===== src/rtl/calc_controller_if.sv =====
// calc_controller_if: keypad strobes, ALU bus and display signals of the calculator controller
interface calc_controller_if;
    logic       digit_valid;
    logic [3:0] digit;
    logic       op_valid;
    logic [1:0] op_sel;
    logic       eq_valid;
    logic       clr;
    logic [3:0] alu_a;
    logic [3:0] alu_b;
    logic [1:0] alu_op;
    logic [7:0] alu_result;
    logic       alu_status;
    logic [7:0] disp_value;
    logic       disp_err;
    logic       status_flag;
    logic       busy;
    logic       done;
    modport slave (
        input  digit_valid, digit, op_valid, op_sel, eq_valid, clr, alu_result, alu_status,
        output alu_a, alu_b, alu_op, disp_value, disp_err, status_flag, busy, done
    );
    modport master (
        output digit_valid, digit, op_valid, op_sel, eq_valid, clr, alu_result, alu_status,
        input  alu_a, alu_b, alu_op, disp_value, disp_err, status_flag, busy, done
    );
endinterface


===== src/rtl/calc_controller.sv =====
// calc_controller: keypad-driven calculator FSM sequencing operands into an external ALU
module calc_controller #(
    parameter int ALU_WAIT = 1
) (
    input logic clk,
    input logic rst,
    calc_controller_if.slave bus
);
    typedef enum logic [2:0] {ENTER_A, GOT_OP, ENTER_B, EXEC, SHOW, ERR} state_t;
    state_t state;
    logic [3:0] a, b, cnt;
    logic [1:0] op;
    logic [7:0] result;
    logic flag, done;
    logic dig_ok;
    assign dig_ok = bus.digit_valid && bus.digit <= 4'd9;
    assign bus.alu_a = a;
    assign bus.alu_b = b;
    assign bus.alu_op = op;
    assign bus.status_flag = flag;
    assign bus.done = done;
    assign bus.busy = state == EXEC;
    assign bus.disp_err = state == ERR;
    assign bus.disp_value = state == ERR ? 8'hFF :
                            state == SHOW ? result :
                            (state == ENTER_B || state == EXEC) ? {4'h0, b} : {4'h0, a};
    // keypad sequencing, ALU wait countdown and result capture; clr wins over every other strobe
    always_ff @(posedge clk or posedge rst) begin
        if (rst) begin
            state <= ENTER_A;
            a <= '0;
            b <= '0;
            op <= '0;
            result <= '0;
            cnt <= '0;
            flag <= 1'b0;
            done <= 1'b0;
        end else begin
            done <= 1'b0;
            if (bus.clr) begin
                state <= ENTER_A;
                a <= '0;
                b <= '0;
                op <= '0;
                result <= '0;
                cnt <= '0;
                flag <= 1'b0;
            end else begin
                case (state)
                    ENTER_A: if (!bus.eq_valid) begin
                        if (bus.op_valid) begin
                            op <= bus.op_sel;
                            state <= GOT_OP;
                        end else if (dig_ok) a <= bus.digit;
                    end
                    GOT_OP: if (!bus.eq_valid) begin
                        if (bus.op_valid) op <= bus.op_sel;
                        else if (dig_ok) begin
                            b <= bus.digit;
                            state <= ENTER_B;
                        end
                    end
                    ENTER_B: if (bus.eq_valid) begin
                        cnt <= 4'(ALU_WAIT);
                        state <= EXEC;
                    end else if (!bus.op_valid && dig_ok) b <= bus.digit;
                    EXEC: if (cnt == 4'd1) begin
                        result <= bus.alu_result;
                        flag <= bus.alu_status;
                        done <= 1'b1;
                        cnt <= '0;
                        state <= (op == 2'b11 && bus.alu_status) ? ERR : SHOW;
                    end else cnt <= cnt - 4'd1;
                    // a result only chains if it fits in 4 bits and is not a borrowed (negative) difference
                    SHOW: if (!bus.eq_valid) begin
                        if (bus.op_valid) begin
                            if (result[7:4] == 4'h0 && !(op == 2'b01 && flag)) begin
                                a <= result[3:0];
                                op <= bus.op_sel;
                                state <= GOT_OP;
                            end else state <= ERR;
                        end else if (dig_ok) begin
                            a <= bus.digit;
                            result <= '0;
                            state <= ENTER_A;
                        end
                    end
                    default: state <= state;
                endcase
            end
        end
    end
endmodule

===== src/flat_wrapper.sv =====
// flat-port wrapper written by rule: the top's interface ports become plain ports
module calc_controller_flat 
#(
    parameter int ALU_WAIT = 1
)
  (clk, rst, bus_digit_valid, bus_digit, bus_op_valid, bus_op_sel, bus_eq_valid, bus_clr, bus_alu_result, bus_alu_status, bus_alu_a, bus_alu_b, bus_alu_op, bus_disp_value, bus_disp_err, bus_status_flag, bus_busy, bus_done);
  calc_controller_if bus_i ();
  input logic clk;
  input logic rst;
  input wire logic [$bits(bus_i.digit_valid)-1:0] bus_digit_valid;
  input wire logic [$bits(bus_i.digit)-1:0] bus_digit;
  input wire logic [$bits(bus_i.op_valid)-1:0] bus_op_valid;
  input wire logic [$bits(bus_i.op_sel)-1:0] bus_op_sel;
  input wire logic [$bits(bus_i.eq_valid)-1:0] bus_eq_valid;
  input wire logic [$bits(bus_i.clr)-1:0] bus_clr;
  input wire logic [$bits(bus_i.alu_result)-1:0] bus_alu_result;
  input wire logic [$bits(bus_i.alu_status)-1:0] bus_alu_status;
  output wire logic [$bits(bus_i.alu_a)-1:0] bus_alu_a;
  output wire logic [$bits(bus_i.alu_b)-1:0] bus_alu_b;
  output wire logic [$bits(bus_i.alu_op)-1:0] bus_alu_op;
  output wire logic [$bits(bus_i.disp_value)-1:0] bus_disp_value;
  output wire logic [$bits(bus_i.disp_err)-1:0] bus_disp_err;
  output wire logic [$bits(bus_i.status_flag)-1:0] bus_status_flag;
  output wire logic [$bits(bus_i.busy)-1:0] bus_busy;
  output wire logic [$bits(bus_i.done)-1:0] bus_done;
  assign bus_i.digit_valid = bus_digit_valid;
  assign bus_i.digit = bus_digit;
  assign bus_i.op_valid = bus_op_valid;
  assign bus_i.op_sel = bus_op_sel;
  assign bus_i.eq_valid = bus_eq_valid;
  assign bus_i.clr = bus_clr;
  assign bus_i.alu_result = bus_alu_result;
  assign bus_i.alu_status = bus_alu_status;
  assign bus_alu_a = bus_i.alu_a;
  assign bus_alu_b = bus_i.alu_b;
  assign bus_alu_op = bus_i.alu_op;
  assign bus_disp_value = bus_i.disp_value;
  assign bus_disp_err = bus_i.disp_err;
  assign bus_status_flag = bus_i.status_flag;
  assign bus_busy = bus_i.busy;
  assign bus_done = bus_i.done;
  calc_controller #(.ALU_WAIT(ALU_WAIT)) u_core (.clk(clk), .rst(rst), .bus(bus_i));
endmodule

===== config.mk =====
export PLATFORM = sky130hd
export DESIGN_NAME = calc_controller_flat
export DESIGN_NICKNAME = d
export VERILOG_FILES = /design/src/rtl/calc_controller_if.sv /design/src/rtl/calc_controller.sv /design/src/flat_wrapper.sv
export SDC_FILE = /design/constraint.sdc
export NUM_CORES = 1
export LEC_CHECK = 0
export ABC_AREA = 1
export ABC_CLOCK_PERIOD_IN_PS = 1400
export CORE_MARGIN = 5
export CORE_UTILIZATION = 46
export DETAILED_ROUTE_END_ITERATION = 12
export PLACE_DENSITY = 0.85
export RECOVER_POWER = 25
export SYNTH_ARGS = -nofsm -noshare
export SYNTH_HDL_FRONTEND = slang
export SYNTH_SLANG_ARGS = --single-unit

===== constraint.sdc =====
create_clock -name clk -period 1.4 [get_ports clk]
set_input_delay 0.28 -clock clk [delete_from_list [all_inputs] [get_ports clk]]
set_output_delay 0.28 -clock clk [all_outputs]
set_load 0.005 [all_outputs]

Word level (Yosys, flattened, before mapping)
Cells that the tools add are included.
W data, S select, Z words.
{"block": "word_totals", "register_bits": 27, "inputBits": 21, "out_inout_bits": 22, "wordCells": 118}
{"block": "classes", "n_addsub": 1, "order_cmp": 1, "eq_ne": 27, "n_mux": 55, "n_reduce_logical": 26}
{"operator": "$mux W4", "n": 17}
{"operator": "$mux W8", "n": 7}
{"operator": "$mux W3", "n": 12}
{"operator": "$ne A3 B3 Y1 const B", "n": 12}
{"operator": "$pmux W4 S2", "n": 3}
{"operator": "$pmux W8 S2", "n": 1}
{"operator": "$pmux W3 S5", "n": 1}
{"operator": "$reduce_bool A3 Y1", "n": 5}
{"operator": "$mux W2", "n": 6}
{"operator": "$ne A3 B2 Y1 const B", "n": 4}
{"operator": "$reduce_and A6 Y1", "n": 2}
{"operator": "$reduce_and A10 Y1", "n": 1}
{"operator": "$reduce_and A5 Y1", "n": 2}
{"operator": "$mux W1", "n": 7}
{"operator": "$eq A3 B2 Y1 const B", "n": 2}
{"operator": "$eq A3 B3 Y1 const B", "n": 2}
{"operator": "$reduce_bool A6 Y1", "n": 1}
{"operator": "$logic_and A1 B1 Y1", "n": 5}
{"operator": "$eq A4 B1 Y1 const B", "n": 1}
{"operator": "$le A4 B4 Y1 const B", "n": 1}
{"operator": "$logic_not A4 Y1", "n": 1}
{"operator": "$ne A4 B3 Y1 const B", "n": 1}
{"operator": "$ne A4 B4 Y1 const B", "n": 1}
{"operator": "$pmux W2 S2", "n": 1}
{"operator": "11 further kinds", "n": 14}

Longest topological paths before layout
Gate-level depths: netlist (run 1).
{"block": "depth", "ltp_word": 9, "depth_mapped": 10, "ltp_nobuf": 9}

Least setup slack after synthesis (run 1)
OpenSTA, ideal clock, no wires.
{"block": "synth_path", "path_kind": "register to output", "start": "reg u_core.state[0]", "end": "out bus_disp_value[2]", "arrival_ns": 1.083, "t_required_ns": 1.120, "setup_slack_ns": 0.037, "path_stages_with_launch": 8, "cell_sequence": "dfrtp_1 buf_6 nor2_8 nand2_4 inv_4 buf_2 a21oi_1 o21ai_0"}
{"block": "synth_between", "elab_chain_cells": 5, "word_cells_on_any_way": 8, "cone_classes": "4 x eq/ne; 3 x mux; 1 x reduce/logical"}
{"item": "start: declaration", "line_no": "calc_controller.sv:10", "source": "state_t state;"}
{"item": "start signal: assignment", "line_no": "calc_controller.sv:72", "source": "state <= (op == 2'b11 && bus.alu_status) ? ERR : SHOW;"}
{"item": "start signal: assignment", "line_no": "calc_controller.sv:88", "source": "default: state <= state;"}
{"item": "$eq A3 B2 Y1", "line_no": "calc_controller.sv:26", "source": "(state == ENTER_B || state == EXEC) ? {4'h0, b} : {4'h0, a};"}
{"item": "$logic_or A1 B1 Y1", "line_no": "calc_controller.sv:26"}
{"item": "$mux W4", "line_no": "calc_controller.sv:26"}
{"item": "$mux W8", "line_no": "calc_controller.sv:25", "source": "state == SHOW ? result :"}
{"item": "$mux W8 *", "line_no": "calc_controller.sv:24", "source": "assign bus.disp_value = state == ERR ? 8'hFF :"}
{"item": "end: declaration", "line_no": "flat_wrapper.sv:21", "source": "output wire logic [$bits(bus_i.disp_value)-1:0] bus_disp_value;"}
Mark *: on every way between the ends. The rest lies on a longest branch, timed or not.

Worst setup path after layout (run 1)
{"block": "layout_path", "start": "reg u_core.state[2]", "end": "out bus_disp_value[3]"}
The elaborated chain is that of the path after synthesis.

==> impl_metrics.json, run 1 <==
{
  "min-delay-path-class": "input pin to flop",
  "synthesis.nets": 327,
  "critPathMaxFanout": 8,
  "route.detailed.wl_per_inst_um": 17.3,
  "floorplan.rows": 23,
  "grt_remaining_overflow": 0,
  "die_h_um": 75.6,
  "detail_route.iter0.violations": 311,
  "grt_antenna_before_repair": 0,
  "drive_above_1_share_pct": 42.3,
  "setup.worst_path.end_class": "primary output",
  "yosysWarnings": 0,
  "fmaxAchievable_mhz": 529,
  "worstPathRequired_ps": 1120,
  "hold_ws_ps": 392,
  "grt_pass1_wl_mm": 11.1,
  "cpPeakStageDelay_ps": 420,
  "clk_latency_ps": 290,
  "setup_ws_ps": -490,
  "boundaryPins": 43,
  "rsz0062_at_grt": "true",
  "design.die.area_um2": 5720,
  "ys_types": 31,
  "grt_util_all_layers_pct": 25.4,
  "postRouteAntennaNets": 0,
  "violations": "negative setup slack",
  "power.static_leakage_nw": 1.88,
  "synthDominantAreaCellType": "sky130_fd_sc_hd__dfrtp_1",
  "areaGrowthSynthToFinish_pct": 71.5,
  "cts_h_tree_lvls": 1,
  "synth-seq-cells": 27,
  "syn_inst": 304,
  "grt_pass1_vias": 2456,
  "diodes": 0,
  "post_synth_main_area_contributors": "sky130_fd_sc_hd__dfrtp_1, sky130_fd_sc_hd__nand2_1, sky130_fd_sc_hd__inv_1",
  "io_buffers": 42,
  "routed_wl_mm": 8.04,
  "critical-path-top-cell-by-count": "sky130_fd_sc_hd__o21ai_1",
  "timing_worst_setup_path_type": "flop to primary output",
  "synth.area.mux_share_pct": 0,
  "total_drc_errors_in_the_routed_layout": 0,
  "worst_clock_skew_ps": 9.09,
  "hpwl_mm": 4.45,
  "power.density_nw_per_um2": 1520,
  "outcome": "finished, violations left",
  "cts_made_buffers": 3,
  "crit_path_cell_trace": "buf_4 -> nor2_4 -> inv_4 -> nand2_1 -> o21ai_1 -> o21ai_1 -> buf_2",
  "vias": 2641,
  "mapped_avg_cell_area_um2": 6.52,
  "cts_root_buffer_type": "sky130_fd_sc_hd__clkbuf_8",
  "post_synth_and_or_nand_nor_area_fraction_pct": 43.0,
  "cts_tree": "built",
  "worstMarginPinSlew_ps": 714,
  "finish.net_count": 440,
  "die_w_um": 75.6,
  "synth_seq_area_share_pct": 34.1,
  "worst_slew_slack_as_a_fraction_of_its_limit_pct": 52.4,
  "synth-adder-area-share_pct": 1.26,
  "synth_top_family_by_area": "simple AND/OR/NAND/NOR gates",
  "synth-xor-area-share_pct": 0,
  "fillerInstances": 226,
  "worst-endpoint-arrival_ps": 1610,
  "final.period_utilization_pct": 135,
  "cts_num_sinks": 27,
  "finalHoldViolations": 0,
  "grt_max_degree": 28,
  "worst_setup_hold_path_clk_slew_ps": 100,
  "cell_area_after_synthesis_um2": 1980,
  "starting_density_of_the_core_pct": 48.5,
  "yosys.area.top_type_share_pct": 34.1,
  "setup_viol": 36,
  "critical_path.startpoint_type": "flop",
  "gp_routability_congestion": 0.949,
  "multi_input_area_um2": 1420,
  "crit_path_top_delay_cell": "sky130_fd_sc_hd__dfrtp_1",
  "drt_pass1_iterations": 6,
  "design.core.area_um2": 4090,
  "route.detailed.vias_per_inst": 5.67,
  "finalMaxSlewViolations": 0,
  "fin_crit_ps": 1890,
  "max-cap-violations": 0,
  "power.total_w": 0.00516,
  "cts-hold-fix-buffers": 0,
  "seq_area_um2": 677,
  "synth-compound-area-share_pct": 9.85,
  "clock_path_buffers": 2,
  "max_ir_drop_vdd_v": 0.00114
}
[state kept, by name, indices dropped and copies added, names as in the netlist]
signal / count
u_core.bus.alu_a: 4
u_core.bus.alu_b: 4
u_core.bus.alu_op: 2
u_core.bus.done: 1
u_core.bus.status_flag: 1
u_core.cnt: 4
u_core.result: 8
u_core.state: 3
[layout make-up]
type	instances	area share, %
Timing Repair Buffer	114	29.6
Sequential cell	27	19.9
Clock buffer	3	1.21
Clock inverter	1	0.147
Inverter	47	5.56
Tap cell	50	1.84
Multi-Input combinational cell	224	41.7
[synth_stat cells, drive strengths merged]
cell type  number
a21oi          10
buf             6
clkbuf          1
dfrtp          27
ha              2
inv            47
nand2         109
nand3          21
nand3b          3
nand4           2
nor2           48
nor3            2
o21ai          23
o22ai           1
o32ai           1
or2             1
[placed cells by master, fill, tap and decap left out, drive strengths merged, types with 2 or more instances in the layout]
master         Yosys  routed
a21oi             10      10
buf                6      81
clkbuf             1       4
clkdlybuf4s50      0      18
dfrtp             27      27
dlygate4sd2        0      11
ha                 2       2
inv               47      47
nand2            109     109
nand3             21      21
nand3b             3       4
nand4              2       2
nor2              48      48
nor3               2       2
o21ai             23      23
[kinds of logic after synthesis]
| group | count (synthesis) |
|---|---|
| flip-flops | 27 |
| AND/OR/NAND/NOR | 186 |
| buffers and inverters | 54 |
| adder cells (fa/ha/maj) | 2 |
| AO/OA/AOI/OAI | 35 |
[per-stage QoR]
step	utilization [%]	instance area (um2)	TNS, ps	setup slack [ps]	cells
6_report	83.2	3400	-10170	-490	466
2_1_floorplan	-	1980	0	37.2	304
3_3_place_gp	68.1	2780	-12090	-473	437
3_5_place_dp	68.1	2780	-13030	-491	437
4_1_cts	77.6	3170	-7800	-390	459
5_1_grt	83.2	3400	-12370	-532	466
[worst max-delay path, delay by kind of cell (launching register included)]
family | cells | cell delay, ps
compound gates | 2 | 310
buf+inv | 3 | 380
flops | 1 | 420
simple gates | 2 | 210
[final timing paths]
check                      slack [ps]            startpoint              endpoint  cells after the start
hold / removal                    390               bus_clr       u_core.bus.done                      2
setup / recovery                 -490       u_core.state[2]     bus_disp_value[3]                      7
max in group asynchronous         270                   rst       u_core.state[0]                      3
hold reg to reg                   510  u_core.bus.alu_op[1]  u_core.bus.alu_op[1]                      2
setup reg to reg                 -350       u_core.state[1]      u_core.result[1]                     11
min in group asynchronous         620                   rst         u_core.cnt[2]                      3
[where the power goes]
part / internal [W] / total (W) / switching, W
Combinational: 0.00157 / 0.00350 / 0.00193
Sequential: 0.00101 / 0.00118 / 0.000177
Clock: 0.000201 / 0.000479 / 0.000278
Total: 0.00277 / 0.00516 / 0.00239
[routing by layer]
| layer | GRT usage (%) | up-vias | routed length (um) |
|---|---|---|---|
| met5 | 0 | - | 0 |
| met4 | 10.3 | 0 | 406 |
| met3 | 3.56 | 60 | 613 |
| met2 | 45.0 | 162 | 4060 |
| met1 | 30.9 | 1245 | 2960 |
| li1 | - | 1174 | - |
[repair_timing]
action,CTS,global route
cloned,1,0
endpoints found under the setup margin,46,38
pin swaps,36,43
setup buffers,18,11
resized for setup,137,53
Power figures use the tool's default switching activity.
==> run 2, diff against run 1 <==
--- a/config.mk
+++ b/config.mk
@@ -8,9 +8,9 @@
 export ABC_AREA = 1
 export ABC_CLOCK_PERIOD_IN_PS = 1400
 export CORE_MARGIN = 5
-export CORE_UTILIZATION = 46
+export CORE_UTILIZATION = 29
 export DETAILED_ROUTE_END_ITERATION = 12
-export PLACE_DENSITY = 0.85
+export PLACE_DENSITY = 0.61
 export RECOVER_POWER = 25
 export SYNTH_ARGS = -nofsm -noshare
 export SYNTH_HDL_FRONTEND = slang
==> run 2 against run 1 <==
The flow still finishes with violations (negative setup slack). Sequential power barely moved. First-iteration DRC count fell by 63%. Combinational power fell by 17%. Critical path type unchanged. Largest cell class unchanged.
==> impl_metrics.json, run 2 (same netlist as run 1, synthesis figures left out) <==
{
  "cts-hold-fix-buffers": 0,
  "routed_wl_mm": 5.93,
  "largest_reg_flops": 8,
  "starting_density_of_the_core_pct": 29.5,
  "final_common_cell": "sky130_fd_sc_hd__nand2_1",
  "cts_made_buffers": 3,
  "route.detailed.wl_per_inst_um": 12.0,
  "grt_pass1_vias": 2180,
  "power.static_leakage_nw": 1.79,
  "worstPathRequired_ps": 1120,
  "detail_route.iter0.violations": 116,
  "utilization_of_the_core_after_routing_pct": 47.3,
  "floorplan.rows": 30,
  "total_drc_errors_in_the_routed_layout": 0,
  "grt_util_all_layers_pct": 14.2,
  "setup_ws_ps": -377,
  "worst-endpoint-arrival_ps": 1500,
  "cts_root_buffer_type": "sky130_fd_sc_hd__clkbuf_8",
  "die_w_um": 92.7,
  "cts_tree": "built",
  "grt_antenna_before_repair": 0,
  "vias": 2225,
  "grt_max_degree": 28,
  "finish.net_count": 437,
  "timing_worst_setup_path_type": "flop to primary output",
  "violations": "negative setup slack",
  "worst_setup_hold_path_clk_slew_ps": 100,
  "worstMarginPinSlew_ps": 727,
  "drt_pass1_iterations": 4,
  "diodes": 0,
  "fmaxAchievable_mhz": 563,
  "grt_remaining_overflow": 0,
  "io_buffers": 42,
  "hpwl_mm": 4.46,
  "areaGrowthSynthToFinish_pct": 60.5,
  "reg2regPathDepth": 10,
  "design.core.area_um2": 6720,
  "final.period_utilization_pct": 127,
  "finalHoldViolations": 0,
  "setup_viol": 34,
  "critical_path.startpoint_type": "flop",
  "cts_h_tree_lvls": 1,
  "boundaryPins": 43,
  "gp_routability_congestion": 0.912,
  "clk_latency_ps": 280,
  "critPathMaxFanout": 8,
  "fin_crit_ps": 1780,
  "power.density_nw_per_um2": 1420,
  "design.die.area_um2": 8590,
  "min-delay-path-class": "input pin to flop",
  "cts_num_sinks": 27,
  "layout.cell_area.non_filler_um2": 3180,
  "finalMaxSlewViolations": 0,
  "rsz0062_at_grt": "true",
  "drive_above_1_share_pct": 34.1,
  "grt_pass1_wl_mm": 9.97,
  "max_ir_drop_vdd_v": 0.000707,
  "post_dp_cell_area_um2": 2870,
  "worst_clock_skew_ps": 3.66,
  "clock_path_buffers": 2,
  "setup.worst_path.end_class": "primary output",
  "max-cap-violations": 0,
  "outcome": "finished, violations left",
  "min_delay_path_depth": 3,
  "postRouteAntennaNets": 0,
  "worst_slew_slack_as_a_fraction_of_its_limit_pct": 51.5,
  "final_cell_mix": "sky130_fd_sc_hd__nand2_1, sky130_fd_sc_hd__buf_4, sky130_fd_sc_hd__inv_1, sky130_fd_sc_hd__nor2_1, sky130_fd_sc_hd__dfrtp_1",
  "route.detailed.vias_per_inst": 4.51,
  "die_h_um": 92.7,
  "regMostFlops": "u_core.result"
}
==> run 2: worst paths after layout <==
kind	to	from	slack, ps
worst max-delay path	bus_disp_value[2]	u_core.state[1]	-380
worst min-delay path	u_core.bus.done	bus_clr	380
worst max register to register	u_core.result[3]	u_core.state[1]	-250
worst min register to register	u_core.result[7]	u_core.result[7]	540
max in group asynchronous	u_core.state[0]	rst	270
min in group asynchronous	u_core.cnt[3]	rst	620
==> run 2: layout make-up <==
cell class	instances	area [um2]
clock buffer	3	41.3
clock inverter	1	5.00
fill	667	3540
inverter	47	189
multi-input combinational	224	1230
sequential	27	678
tap	80	100
timing repair buffer	110	927
timing repair inverter	1	8.76
==> run 2: routing by layer <==
metal | up-vias | track usage, % | share of wire, %
met5 | - | 0 | 0
met4 | 0 | 4.15 | 0.98
met3 | 7 | 2.03 | 4.5
met2 | 53 | 24.4 | 50
met1 | 1012 | 18.4 | 45
li1 | 1153 | - | -
==> run 2: worst max-delay path, stage by stage, from the launching register on <==
cell and delay, ps:
sky130_fd_sc_hd__dfrtp_1 400, sky130_fd_sc_hd__buf_4 130, sky130_fd_sc_hd__inv_2 40, sky130_fd_sc_hd__nor2_4 130, sky130_fd_sc_hd__inv_4 70, sky130_fd_sc_hd__nand2_1 60
sky130_fd_sc_hd__o21ai_0 80, sky130_fd_sc_hd__o21ai_1 170, sky130_fd_sc_hd__buf_2 140
==> run 2: through the flow <==
step | total power (W) | setup slack [ps] | TNS, ps | std cells | hold slack, ps
floorplan | 0.00248 | 37.2 | 0 | 304 | 333
global placement | 0.00376 | -503 | -13260 | 474 | 495
detailed placement | 0.00379 | -471 | -13350 | 474 | 489
CTS | 0.00429 | -361 | -7550 | 488 | 319
global route | 0.00492 | -452 | -11220 | 493 | 411
finish | 0.00452 | -377 | -7860 | 493 | 383
==> run 2: power breakdown <==
part	leakage, nW	internal, W	switching, W	total [W]
Combinational	1.41	0.00137	0.00152	0.00289
Sequential	0.350	0.00101	0.000152	0.00116
Clock	0.0255	0.000200	0.000267	0.000467
Total	1.79	0.00258	0.00194	0.00452
==> run 2: repair_timing <==
| action | CTS | global route |
|---|---|---|
| buffers inserted | 8 | 5 |
| endpoints found under the setup margin | 46 | 36 |
| pin swaps | 7 | 9 |
| cloned | 2 | 0 |
| resized for setup | 85 | 37 |
==> run 3, diff against run 2 <==
--- a/config.mk
+++ b/config.mk
@@ -7,9 +7,9 @@
 export LEC_CHECK = 0
 export ABC_AREA = 1
 export ABC_CLOCK_PERIOD_IN_PS = 1400
-export CORE_MARGIN = 5
 export CORE_UTILIZATION = 29
 export DETAILED_ROUTE_END_ITERATION = 12
+export GPL_TIMING_DRIVEN = 0
 export PLACE_DENSITY = 0.61
 export RECOVER_POWER = 25
 export SYNTH_ARGS = -nofsm -noshare
==> run 3 against run 2 <==
The flow still finishes with violations (negative setup slack). Sequential share of layout area about the same. Fmax down 2.9%. Core utilization up 1.8 points. Highest routed layer unchanged. Register-to-register slack worse by 150 ps. Cell count down 4.7%. First-iteration DRC count down 12%. Sequential power about the same.
==> impl_metrics.json, run 3 (same netlist as run 1, synthesis figures left out) <==
{
  "gp_routability_congestion": 0.852,
  "cts-hold-fix-buffers": 0,
  "max_ir_drop_vdd_v": 0.000720,
  "clock_power_share_pct": 9.7,
  "multi_input_area_um2": 1350,
  "seqPwrFrac_pct": 24.8,
  "route.detailed.vias_per_inst": 4.77,
  "postRouteAntennaNets": 0,
  "power.total_w": 0.00470,
  "reg2regPathDepth": 12,
  "final_common_cell": "sky130_fd_sc_hd__nand2_1",
  "drive_above_1_share_pct": 37.2,
  "grt_remaining_overflow": 0,
  "fmaxAchievable_mhz": 546,
  "finalMaxSlewViolations": 0,
  "critical_path.startpoint_type": "flop",
  "slack_of_the_worst_reg_to_reg_path_ps": -400,
  "setup_viol": 35,
  "violations": "negative setup slack",
  "clk_latency_ps": 280,
  "power.density_nw_per_um2": 1480,
  "worst_slew_slack_as_a_fraction_of_its_limit_pct": 60.4,
  "fin_cells": 470,
  "cts_tree": "built",
  "setup_ws_ps": -431,
  "r2r_start": "u_core.state[2]",
  "grt_pass1_wl_mm": 9.90,
  "regMostFlops": "u_core.result",
  "holdCritStartpoint": "bus_clr",
  "largest_reg_flops": 8,
  "r2r_end": "u_core.cnt[2]",
  "fillerInstances": 667,
  "cts_num_sinks": 27,
  "drt_pass1_iterations": 4,
  "power.net_switching_w": 0.00212,
  "max-cap-violations": 0,
  "grt_max_degree": 28,
  "placed_cells": 422,
  "worst_clock_skew_ps": 12.8,
  "final_cell_mix": "sky130_fd_sc_hd__nand2_1, sky130_fd_sc_hd__inv_1, sky130_fd_sc_hd__nor2_1, sky130_fd_sc_hd__dfrtp_1",
  "route.detailed.wl_per_inst_um": 13.2,
  "rsz0062_at_grt": "true",
  "setup.worst_path.end_class": "primary output",
  "outcome": "finished, violations left",
  "pwr-share-comb_pct": 65.6,
  "hold_path_sink": "u_core.result[6]",
  "io_buffers": 41,
  "grt_antenna_before_repair": 0,
  "seq_area_um2": 676,
  "starting_density_of_the_core_pct": 30.7,
  "cts_h_tree_lvls": 1,
  "finalHoldViolations": 0,
  "fin_crit_ps": 1830,
  "design.die.area_um2": 7170,
  "min_delay_path_depth": 4,
  "die_h_um": 84.7,
  "floorplan.rows": 29,
  "diodes": 0,
  "grt_pass1_vias": 2170,
  "final.period_utilization_pct": 131,
  "total_drc_errors_in_the_routed_layout": 0,
  "routed_wl_mm": 6.19,
  "grt_util_all_layers_pct": 17.3,
  "worstMarginPinSlew_ps": 593,
  "hpwl_mm": 3.87,
  "power.static_leakage_nw": 1.73,
  "cts_made_buffers": 3,
  "areaGrowthSynthToFinish_pct": 60.2,
  "die_w_um": 84.7,
  "power.share.switching_pct": 45.1,
  "finish.net_count": 417,
  "boundaryPins": 43,
  "post_dp_cell_area_um2": 2490,
  "worst_setup_hold_path_clk_slew_ps": 100,
  "min-delay-path-class": "input pin to flop",
  "detail_route.iter0.violations": 102,
  "layout.cell_area.non_filler_um2": 3180,
  "critPathMaxFanout": 8,
  "worstPathRequired_ps": 1120,
  "vias": 2240,
  "worst-endpoint-arrival_ps": 1550,
  "clock_path_buffers": 2,
  "design.core.area_um2": 6460,
  "p_int_w": 0.00258,
  "cts_root_buffer_type": "sky130_fd_sc_hd__clkbuf_8",
  "timing_worst_setup_path_type": "flop to primary output"
}
[run 3: cell count changes in the layout (fill, tap and decap cells not counted), sizes merged]
cell / previous run / this run
buf: 76 / 58
clkdlybuf4s15: 2 / 0
inv: 48 / 46
a21oi: 10 / 11
clkinvlp: 0 / 1
[run 3: how the worst max path moves through the flow]
stage	start	endpoint	slack, ps	depth (start not counted)
CTS	u_core.state[1]	bus_disp_value[2]	-430	9
global route	u_core.state[2]	bus_disp_value[2]	-540	8
finish	u_core.state[2]	bus_disp_value[2]	-430	8
detailed placement	u_core.state[1]	bus_disp_value[1]	-640	8
global placement	u_core.state[1]	bus_disp_value[1]	-660	8
floorplan	u_core.state[0]	bus_disp_value[2]	40	7
[run 3: power by group through the flow]
stage	Sequential [W]	Combinational (W)	Clock (W)
floorplan	0.00114	0.00133	0
global placement	0.00116	0.00214	0
detailed placement	0.00116	0.00215	0
CTS	0.00115	0.00259	0.000462
global route	0.00119	0.00337	0.000494
finish	0.00116	0.00308	0.000455
[run 3: final cells by class]
cell class                 instances  area share, %
tap                               77           3.03
inverter                          47           5.91
multi-input combinational        225           42.6
clock buffer                       3           1.30
timing repair buffer              83           23.7
clock inverter                     1          0.158
buffer                             7           2.05
sequential                        27           21.3
[run 3: what timing repair did]
action                                  in CTS  in global routing
resized for setup                          107                 54
cloned                                       2                  0
endpoints found under the setup margin      40                 65
buffers inserted                            32                 12
pin swaps                                   30                 31
[run 3: worst max-delay path, cell delays in order, from the launching register on]
cell	delay (ps)
sky130_fd_sc_hd__dfrtp_1	380
sky130_fd_sc_hd__buf_6	140
sky130_fd_sc_hd__buf_6	120
sky130_fd_sc_hd__nor2_4	120
sky130_fd_sc_hd__inv_4	80
sky130_fd_sc_hd__nand2_1	60
sky130_fd_sc_hd__o21ai_1	80
sky130_fd_sc_hd__o21ai_1	170
sky130_fd_sc_hd__buf_2	140
[run 3: layer usage]
metal  up-vias  wire, um  track usage, %
li1       1118         -               -
met1      1058      2750            22.1
met2        53      3100            30.0
met3        11       236            3.15
met4         0        94            4.93
met5         -         0               0
[run 3: per-stage QoR]
step           util, %  hold WS, ps  TNS, ps  worst slack [ps]
3_5_place_dp      38.5          498   -18910              -639
5_1_grt           49.2          501   -13420              -542
3_3_place_gp      38.5          489   -18820              -658
2_1_floorplan        -          333        0              37.2
4_1_cts           45.0          472   -10370              -431
6_report          49.2          470   -10330              -431
